--- config.mk ---
export PLATFORM = sky130hd
export DESIGN_NAME = serial_preamble_tx_flat
export DESIGN_NICKNAME = d
export VERILOG_FILES = /design/src/rtl/serial_tx_pkg.sv /design/src/rtl/serial_preamble_tx_if.sv /design/src/rtl/serial_piso.sv /design/src/rtl/serial_preamble_tx.sv /design/src/flat_wrapper.sv
export SDC_FILE = /design/constraint.sdc
export NUM_CORES = 1
export LEC_CHECK = 0
export CAP_MARGIN = 20
export CORE_AREA = 3 3 57 59
export DETAILED_ROUTE_END_ITERATION = 8
export DIE_AREA = 0 0 60 62
export DONT_BUFFER_PORTS = 1
export GPL_ROUTABILITY_DRIVEN = 0
export SETUP_SLACK_MARGIN = 0.4
export SLEW_MARGIN = 20
export SYNTH_ARGS = -nofsm -noshare
export SYNTH_HDL_FRONTEND = slang
export SYNTH_SLANG_ARGS = --single-unit
--- constraint.sdc ---
create_clock -name clk -period 2.3 [get_ports clk]
set_input_delay 0.46 -clock clk [delete_from_list [all_inputs] [get_ports clk]]
set_output_delay 0.46 -clock clk [all_outputs]
set_load 0.02 [all_outputs]
--- src/rtl/serial_tx_pkg.sv ---
// Shared types and constants for the serial preamble transmitter.
//   tx_state_t : transmitter FSM state encoding (also exposed on the debug port)
//   PRE_BIT    : level driven during the preamble
//   GUARD_BIT  : level driven during the trailing guard
//   max3       : helper for sizing the shared down-counter
package serial_tx_pkg;

  typedef enum logic [2:0] {
    TX_IDLE  = 3'd0,
    TX_PRE   = 3'd1,
    TX_DATA  = 3'd2,
    TX_PAR   = 3'd3,
    TX_GUARD = 3'd4
  } tx_state_t;

  localparam logic PRE_BIT   = 1'b1;
  localparam logic GUARD_BIT = 1'b0;

  function automatic int max3(input int a, input int b, input int c);
    int m;
    m = (a > b) ? a : b;
    return (m > c) ? m : c;
  endfunction

endpackage

--- src/rtl/serial_preamble_tx_if.sv ---
// Word-in / bit-out bundle of the serial preamble transmitter.
//   in_valid  producer has a word         in_ready  transmitter can take a word
//   in_data   payload word                out       serial bit
//   out_valid out carries a frame bit     busy      frame in progress
//   done      pulse with the last guard bit
// Handshake: a word transfers on a rising clk edge where in_valid and in_ready
// are both high. in_data is only looked at on that edge; the producer may
// change it freely at any other time. in_ready never depends on in_valid.
// Modports: slave = transmitter side, master = producer / line-monitor side.
interface serial_preamble_tx_if #(
  parameter int DATA_W = 8
);
  logic              in_valid;
  logic              in_ready;
  logic [DATA_W-1:0] in_data;
  logic              out;
  logic              out_valid;
  logic              busy;
  logic              done;

  modport slave (
    input  in_valid, in_data,
    output in_ready, out, out_valid, busy, done
  );

  modport master (
    output in_valid, in_data,
    input  in_ready, out, out_valid, busy, done
  );
endinterface

--- src/rtl/serial_piso.sv ---
// Parallel-in serial-out shifter for the payload, LSB first.
//   clk, rst_n : clock, synchronous active-low reset
//   load       : capture din (takes priority over shift)
//   shift      : advance one bit toward the LSB
//   din        : parallel payload
//   sout       : current LSB of the held word
//   parity     : even parity of the captured word (only with SERIAL_TX_PARITY_EN)
// Optional feature macro: SERIAL_TX_PARITY_EN.
module serial_piso #(
  parameter int DATA_W = 8
) (
  input  logic              clk,
  input  logic              rst_n,
  input  logic              load,
  input  logic              shift,
  input  logic [DATA_W-1:0] din,
`ifdef SERIAL_TX_PARITY_EN
  output logic              parity,
`endif
  output logic              sout
);

  logic [DATA_W-1:0] sr;

  always_ff @(posedge clk) begin
    if (!rst_n) begin
      sr <= '0;
    end else if (load) begin
      sr <= din;
    end else if (shift) begin
      // Logical shift keeps DATA_W=1 legal (no sub-range slice needed).
      sr <= sr >> 1;
    end
  end

`ifdef SERIAL_TX_PARITY_EN
  // Parity is frozen at load time so it reflects the word as accepted.
  always_ff @(posedge clk) begin
    if (!rst_n) begin
      parity <= 1'b0;
    end else if (load) begin
      parity <= ^din;
    end
  end
`endif

  assign sout = sr[0];

endmodule

--- src/rtl/serial_preamble_tx.sv ---
// Serial frame transmitter: takes a word over valid/ready and emits, one bit
// per clock, PRE_LEN ones, DATA_W payload bits LSB first, an optional even
// parity bit, then GUARD_LEN zeros.
//   clk, rst_n : clock, synchronous active-low reset
//   bus        : serial_preamble_tx_if.slave (in_valid/in_ready/in_data,
//                out/out_valid/busy/done)
//   dbg_state  : current FSM state
// Optional feature macro: SERIAL_TX_PARITY_EN (adds the TX_PAR state).
module serial_preamble_tx
  import serial_tx_pkg::*;
#(
  parameter int DATA_W    = 8,
  parameter int PRE_LEN   = 3,
  parameter int GUARD_LEN = 1
) (
  input  logic                  clk,
  input  logic                  rst_n,
  serial_preamble_tx_if.slave   bus,
  output tx_state_t             dbg_state
);

  localparam int MAX_LEN = max3(PRE_LEN, DATA_W, GUARD_LEN);
  localparam int CNT_W   = $clog2(MAX_LEN + 1);

  tx_state_t        state;
  logic [CNT_W-1:0] cnt;      // bits left in the current state, minus one
  logic             out_q;
  logic             out_valid_q;
  logic             done_q;
  logic             accept;
  logic             shift_en;
  logic             piso_bit;
`ifdef SERIAL_TX_PARITY_EN
  logic             par_bit;
`endif

  assign accept   = bus.in_valid && (state == TX_IDLE);
  // A payload bit leaves the shifter on every edge that registers one onto out.
  assign shift_en = ((state == TX_PRE)  && (cnt == '0)) ||
                    ((state == TX_DATA) && (cnt != '0));

  serial_piso #(.DATA_W(DATA_W)) u_piso (
    .clk    (clk),
    .rst_n  (rst_n),
    .load   (accept),
    .shift  (shift_en),
    .din    (bus.in_data),
`ifdef SERIAL_TX_PARITY_EN
    .parity (par_bit),
`endif
    .sout   (piso_bit)
  );

  // out/out_valid/done are registered alongside the state so that each
  // registered bit belongs to the state being entered on the same edge.
  always_ff @(posedge clk) begin
    if (!rst_n) begin
      state       <= TX_IDLE;
      cnt         <= '0;
      out_q       <= 1'b0;
      out_valid_q <= 1'b0;
      done_q      <= 1'b0;
    end else begin
      done_q <= 1'b0;
      case (state)
        TX_IDLE: begin
          if (accept) begin
            state       <= TX_PRE;
            cnt         <= CNT_W'(PRE_LEN - 1);
            out_q       <= PRE_BIT;
            out_valid_q <= 1'b1;
          end else begin
            out_q       <= 1'b0;
            out_valid_q <= 1'b0;
          end
        end
        TX_PRE: begin
          if (cnt == '0) begin
            state <= TX_DATA;
            cnt   <= CNT_W'(DATA_W - 1);
            out_q <= piso_bit;
          end else begin
            cnt   <= cnt - 1'b1;
            out_q <= PRE_BIT;
          end
        end
        TX_DATA: begin
          if (cnt == '0) begin
`ifdef SERIAL_TX_PARITY_EN
            state <= TX_PAR;
            cnt   <= '0;
            out_q <= par_bit;
`else
            state  <= TX_GUARD;
            cnt    <= CNT_W'(GUARD_LEN - 1);
            out_q  <= GUARD_BIT;
            done_q <= (GUARD_LEN == 1);
`endif
          end else begin
            cnt   <= cnt - 1'b1;
            out_q <= piso_bit;
          end
        end
`ifdef SERIAL_TX_PARITY_EN
        TX_PAR: begin
          state  <= TX_GUARD;
          cnt    <= CNT_W'(GUARD_LEN - 1);
          out_q  <= GUARD_BIT;
          done_q <= (GUARD_LEN == 1);
        end
`endif
        TX_GUARD: begin
          if (cnt == '0) begin
            state       <= TX_IDLE;
            out_q       <= 1'b0;
            out_valid_q <= 1'b0;
          end else begin
            cnt    <= cnt - 1'b1;
            out_q  <= GUARD_BIT;
            done_q <= (cnt == CNT_W'(1));
          end
        end
        default: begin
          state       <= TX_IDLE;
          cnt         <= '0;
          out_q       <= 1'b0;
          out_valid_q <= 1'b0;
        end
      endcase
    end
  end

  assign bus.in_ready  = (state == TX_IDLE);
  assign bus.busy      = (state != TX_IDLE);
  assign bus.out       = out_q;
  assign bus.out_valid = out_valid_q;
  assign bus.done      = done_q;
  assign dbg_state     = state;

endmodule
--- src/flat_wrapper.sv ---
// flat-port wrapper written by rule: the top's interface ports become plain ports
module serial_preamble_tx_flat import serial_tx_pkg::*;
#(
  parameter int DATA_W    = 8,
  parameter int PRE_LEN   = 3,
  parameter int GUARD_LEN = 1
)
  (clk, rst_n, dbg_state, bus_in_valid, bus_in_data, bus_in_ready, bus_out, bus_out_valid, bus_busy, bus_done);
  serial_preamble_tx_if #(.DATA_W(DATA_W)) bus_i ();
  input  logic clk;
  input  logic rst_n;
  output tx_state_t dbg_state;
  input wire logic [$bits(bus_i.in_valid)-1:0] bus_in_valid;
  input wire logic [$bits(bus_i.in_data)-1:0] bus_in_data;
  output wire logic [$bits(bus_i.in_ready)-1:0] bus_in_ready;
  output wire logic [$bits(bus_i.out)-1:0] bus_out;
  output wire logic [$bits(bus_i.out_valid)-1:0] bus_out_valid;
  output wire logic [$bits(bus_i.busy)-1:0] bus_busy;
  output wire logic [$bits(bus_i.done)-1:0] bus_done;
  assign bus_i.in_valid = bus_in_valid;
  assign bus_i.in_data = bus_in_data;
  assign bus_in_ready = bus_i.in_ready;
  assign bus_out = bus_i.out;
  assign bus_out_valid = bus_i.out_valid;
  assign bus_busy = bus_i.busy;
  assign bus_done = bus_i.done;
  serial_preamble_tx #(.DATA_W(DATA_W), .PRE_LEN(PRE_LEN), .GUARD_LEN(GUARD_LEN)) u_core (.clk(clk), .rst_n(rst_n), .bus(bus_i), .dbg_state(dbg_state));
endmodule
[Word-level counts from Yosys, hierarchy flattened]
Index checks and enable logic that the tools add are counted.
Word-level totals
  output and inout bits: 8
  input port bits: 11
  flip-flop bits (word level): 18
  logic and storage cells: 51
Operators by class
  muxes and demuxes: 21
  equality and inequality tests: 9
  bitwise logic cells: 1
  $add $sub $neg: 1
  reductions and logical operators: 13
Operators by type and width (count)
  $mux W4: 4
  $mux W8: 2
  $pmux W4 S4: 1
  $mux W3: 4
  $pmux W3 S4: 1
  $mux W1: 6
  $ne A2 B2 Y1 const B: 3
  $pmux W1 S3: 2
  $eq A4 B1 Y1 const B: 1
  $logic_not A4 Y1: 1
  $ne A2 B1 Y1 const B: 2
  $reduce_and A2 Y1: 2
  $reduce_and A4 Y1: 1
  $reduce_bool A4 Y1: 1
  $sub A4 B1 Y4 const B: 1
  $eq A3 B1 Y1 const B: 1
  $eq A3 B2 Y1 const B: 1
  $eq A3 B3 Y1 const B: 1
  $logic_and A1 B1 Y1: 3
  $logic_not A3 Y1: 1
  $reduce_bool A3 Y1: 1
  $pmux W1 S2: 1
  $reduce_bool A2 Y1: 1
  $reduce_or A2 Y1: 1
  other kinds (2): 2

[Logic depth before layout (Yosys ltp)]
  depth in word-level cells: 5
  gate-level depth with buffers: 7
  gate-level depth less buffers: 6

[Hierarchy]
From an unflattened synthesis, not the netlist that was laid out.
Second synthesis, totals
  cells, all modules: 123
  area, all modules: 1106.1 sq um
Modules (own cells, without submodules)
  serial_preamble_tx: sequential area each 200.2 sq um, instances 1, cells an instance 88, area each 686.9 sq um
  serial_piso: sequential area each 160.2 sq um, instances 1, cells an instance 35, area each 419.2 sq um

[Worst setup path after synthesis]
Ideal clock, no wire load.
  kind: reg2reg
  from: reg u_core.cnt[0]
  to: reg u_core.u_piso.sr[0]
  stages on the path, launching flop included: 7
  period minus slack after synthesis: 1.877 ns
  library setup time: 0.132 ns
  arrival: 1.745 ns
  setup slack: 0.423 ns
  buffers on the path: 0
  required time: 2.168 ns
  cell sequence: dfxtp_1 > inv_1 > ha_1 > nor3b_4 > mux2i_4 > mux2i_1 > a21oi_1
On the way
  longest elaborated chain between the ends: 4
  elaborated cells on any way between the ends: 6
  classes of those cells: 6 x reduce/logical
RTL lines
  start, declared: line serial_preamble_tx.sv:26  | logic [CNT_W-1:0] cnt;
  start signal, assigned: line serial_preamble_tx.sv:69  | cnt <= CNT_W'(PRE_LEN - 1);
  start signal, assigned: line serial_preamble_tx.sv:80  | cnt <= CNT_W'(DATA_W - 1);
  start signal, assigned: line serial_preamble_tx.sv:83  | cnt <= cnt - 1'b1;
  $logic_not A4 Y1 / $reduce_bool A4 Y1 (equally long branches): line serial_preamble_tx.sv:39, serial_preamble_tx.sv:40
  $logic_and A1 B1 Y1, on equally long branches: line serial_preamble_tx.sv:39, serial_preamble_tx.sv:40
  $logic_or A1 B1 Y1 *: line serial_preamble_tx.sv:39  | assign shift_en = ((state == TX_PRE) && (cnt == '0)) ||
  $reduce_bool A2 Y1 (no source line) *
  end signal, assigned: line serial_piso.sv:29  | sr <= din;
  end signal, assigned: line serial_piso.sv:32  | sr <= sr >> 1;
  end, declared: line serial_piso.sv:23  | logic [DATA_W-1:0] sr;
Every way passes the cells marked *; elsewhere a longest branch is shown, timed or not.
A chain may end at the register's enable or synchronous reset.

[Final worst setup path]
  from: reg u_core.state[1] (netlist: u_core.dbg_state[1])
  to: out bus_in_ready
On the way
  longest elaborated chain between the ends: 1
RTL lines
  start, declared: line serial_preamble_tx.sv:25  | tx_state_t state;
  start signal, assigned: line serial_preamble_tx.sv:58  | state <= TX_IDLE;
  start signal, assigned: line serial_preamble_tx.sv:68  | state <= TX_PRE;
  start signal, assigned: line serial_preamble_tx.sv:79  | state <= TX_DATA;
  $logic_not A3 Y1: line serial_preamble_tx.sv:133  | assign bus.in_ready = (state == TX_IDLE);
  end, declared: line flat_wrapper.sv:15  | output wire logic [$bits(bus_i.in_ready)-1:0] bus_in_ready;
Every way passes these cells.

==> impl_metrics.toml <==
[global_routing]
grt_max_degree = 18
grt_pass1_vias = 860
antenna_found_initial = 0
use_met3_pct = 5.58
met1_usage_pct = 17.4
grt_overflow = 0
grtUsageMet2_pct = 23.6
gr-usage-all-layers_pct = 14.6
grt_pass1_wl_um = 4020
busiest_layer = "met2"

[cts]
clock_path_buffers = 2
htreeDepth = 1
postCtsHoldBufs = 0
path_clk_slew_ns = 0.12
cts_buffers = 3
cts_root_buf = "clkbuf_4"
cts_tree = "yes"
clock-sinks = 18
clk_latency_ns = 0.30

[timing]
hold_viol = 0
max_freq_mhz = 560
fin_crit_ns = 1.79
layout_worst_path_cycle_share_pct = 77.6
slew_violations = 0
tightest_slew_ns = 0.448
slew-limit-headroom_pct = 69.9
fin_tns_setup_ns = 0
rsz0062_at_grt = "yes"
whs_ns = 0.272
finalSetupViolCount = 0
finalClockSkew_ns = 0.0134

[yosys]
syn_area_per_cell_um2 = 8.65
synth_top_family_by_area = "compound AO/OA/AOI/OAI gates"
postSynthCellCount = 126
synth-compound-area-share_pct = 23.5
yosys_warnings = 0
synth_cell_type_count = 39
synthesis.nets = 139
synth-simple-area-share_pct = 20.6
yosys-mux-area-fraction_pct = 11.5
seq_area_frac_synth_pct = 33.1
synth_seq_cells = 18
syn_area_um2 = 1090
async_reset_ff_share_pct = 0
synthFlopType = "dfxtp_1"
synth_edf_count = 0
synthAdderAreaFrac_pct = 2.30
synth_xor_area_share_pct = 0.804

[floorplan]
coreArea_um2 = 2760
io_pins = 19
die-area_um2 = 3720
chipHeight_um = 62
rows = 19
die_w_um = 60
start_util_pct = 39.5

[power]
pwr_density_cell_nw_per_um2 = 1020
p_leak_nw = 0.459
peakVddDrop_mv = 0.540

[drt]
drcViolationCount = 0
wl_um = 2340
routedWlPerCell_um = 14.9
dr.pass1.iters = 4
via_per_inst = 5.71
drt_iter0_markers = 16
final_antenna_net_count = 0
num_vias = 897

[placement]
dp.final_hpwl_um = 1710
place.port_buffers = 0

[worst_setup_path]
critPathMaxFanout = 12
regToRegSetupSlack_ns = 0.53
required_ns = 1.84
worstSetupStartpointType = "flop"
worstSetupPathType = "flop to output pin"
arrival_ns = 1.33
cp-end-kind = "output pin"

[flow_run]
cap_viol_max_count = 0

[finish]
layout_commonest_cell = "dfxtp_1"
fillers = 295
antenna-diode-count = 0
layout-drive-gt1-share_pct = 16.7
syn_to_final_growth_pct = 7.23
layout.nets = 140
mostFrequentLayoutCells = "15 x dfxtp_1, 12 x o21ai_0, 12 x a21oi_1"

[worst_hold_path]
hp-class = "primary input to flop"

[outcome]
status = "finished clean"
## synth_stat cells, drive strengths merged (2+ instances only)
master   number  area (um^2)
clkbuf        3         15.0
ha            2         25.0
nand2         8         30.0
nor3b         4         41.3
nor2          9         33.8
nor3          4         25.0
a21oi        12         60.1
nor2b         3         18.8
dfxtp        18          360
a2111oi       3         32.5
nand2b        2         12.5
inv           6         22.5
o211ai        2         15.0
buf           6         52.6
nand3         5         25.0
o21ai        12         60.1
a22oi         2         15.0
mux2i        10          125
## cell families after synthesis
logic type	count (synthesis)
mux	10
simple gates	40
xor+xnor	1
buf+inv	15
fa+ha+maj	2
compound gates	40
flops	18
## repair_timing
item	in CTS	in global routing
buffers inserted	1	0
gates resized for setup	3	4
hold endpoints to repair	0	0
setup endpoints to repair	10	13
## stage by stage
| step | setup slack [ns] | power [mW] | util, % | instances | cell area, um^2 |
|---|---|---|---|---|---|
| detailed placement | 0.324 | 0.936 | 39.6 | 152 | 1090 |
| finish | 0.514 | 1.19 | 42.4 | 157 | 1170 |
| global route | 0.390 | 1.28 | 42.4 | 157 | 1170 |
| floorplan | 0.423 | 0.870 | - | 126 | 1090 |
| global placement | 0.387 | 0.924 | 39.6 | 152 | 1090 |
| CTS | 0.406 | 1.18 | 41.8 | 157 | 1150 |
## registers in the layout, summed over array words and instances (netlist names)
register              cells
u_core.cnt                4
u_core.bus.done           1
u_core.bus.out            1
u_core.dbg_state          3
u_core.u_piso.sr          8
u_core.bus.out_valid      1
## final timing paths
| kind | start | end | cells past startpoint |
|---|---|---|---|
| setup / recovery | u_core.dbg_state[1]$_SDFFE_PN0P_ | bus_in_ready | 3 |
| setup reg to reg | u_core.cnt[1]$_SDFFE_PN0P_ | u_core.u_piso.sr[3]$_SDFFE_PN0P_ | 7 |
| hold / removal | rst_n | u_core.bus.out_valid$_SDFFE_PN0P_ | 1 |
| hold reg to reg | u_core.u_piso.sr[7]$_SDFFE_PN0P_ | u_core.u_piso.sr[7]$_SDFFE_PN0P_ | 2 |
## power breakdown
group / leakage (nW) / internal (mW) / switching (mW)
combinational: 0.289 / 0.252 / 0.278
clock: 0.0210 / 0.0965 / 0.107
sequential: 0.150 / 0.373 / 0.0807
## layer usage
metal,vias up,part of all wire (%)
li1,457,-
met1,415,46
met2,21,46
met3,4,5.6
met4,0,1.4
met5,-,0
## critical path: stages, from the launching register on
cell     delay, ns
dfxtp_2       0.40
buf_4         0.19
nor3_2        0.23
buf_4         0.20
## area by class of cell
class | count | area, um^2 | share of cell area, %
well taps | 31 | 38.8 | 3.32
repair buffers | 5 | 50.0 | 4.28
flip-flops and latches | 18 | 364 | 31.2
inverters | 6 | 22.5 | 1.93
clock buffers | 4 | 36.3 | 3.10
multi-input cells | 93 | 657 | 56.2
Note: power is estimated with default switching activity, not from simulation.
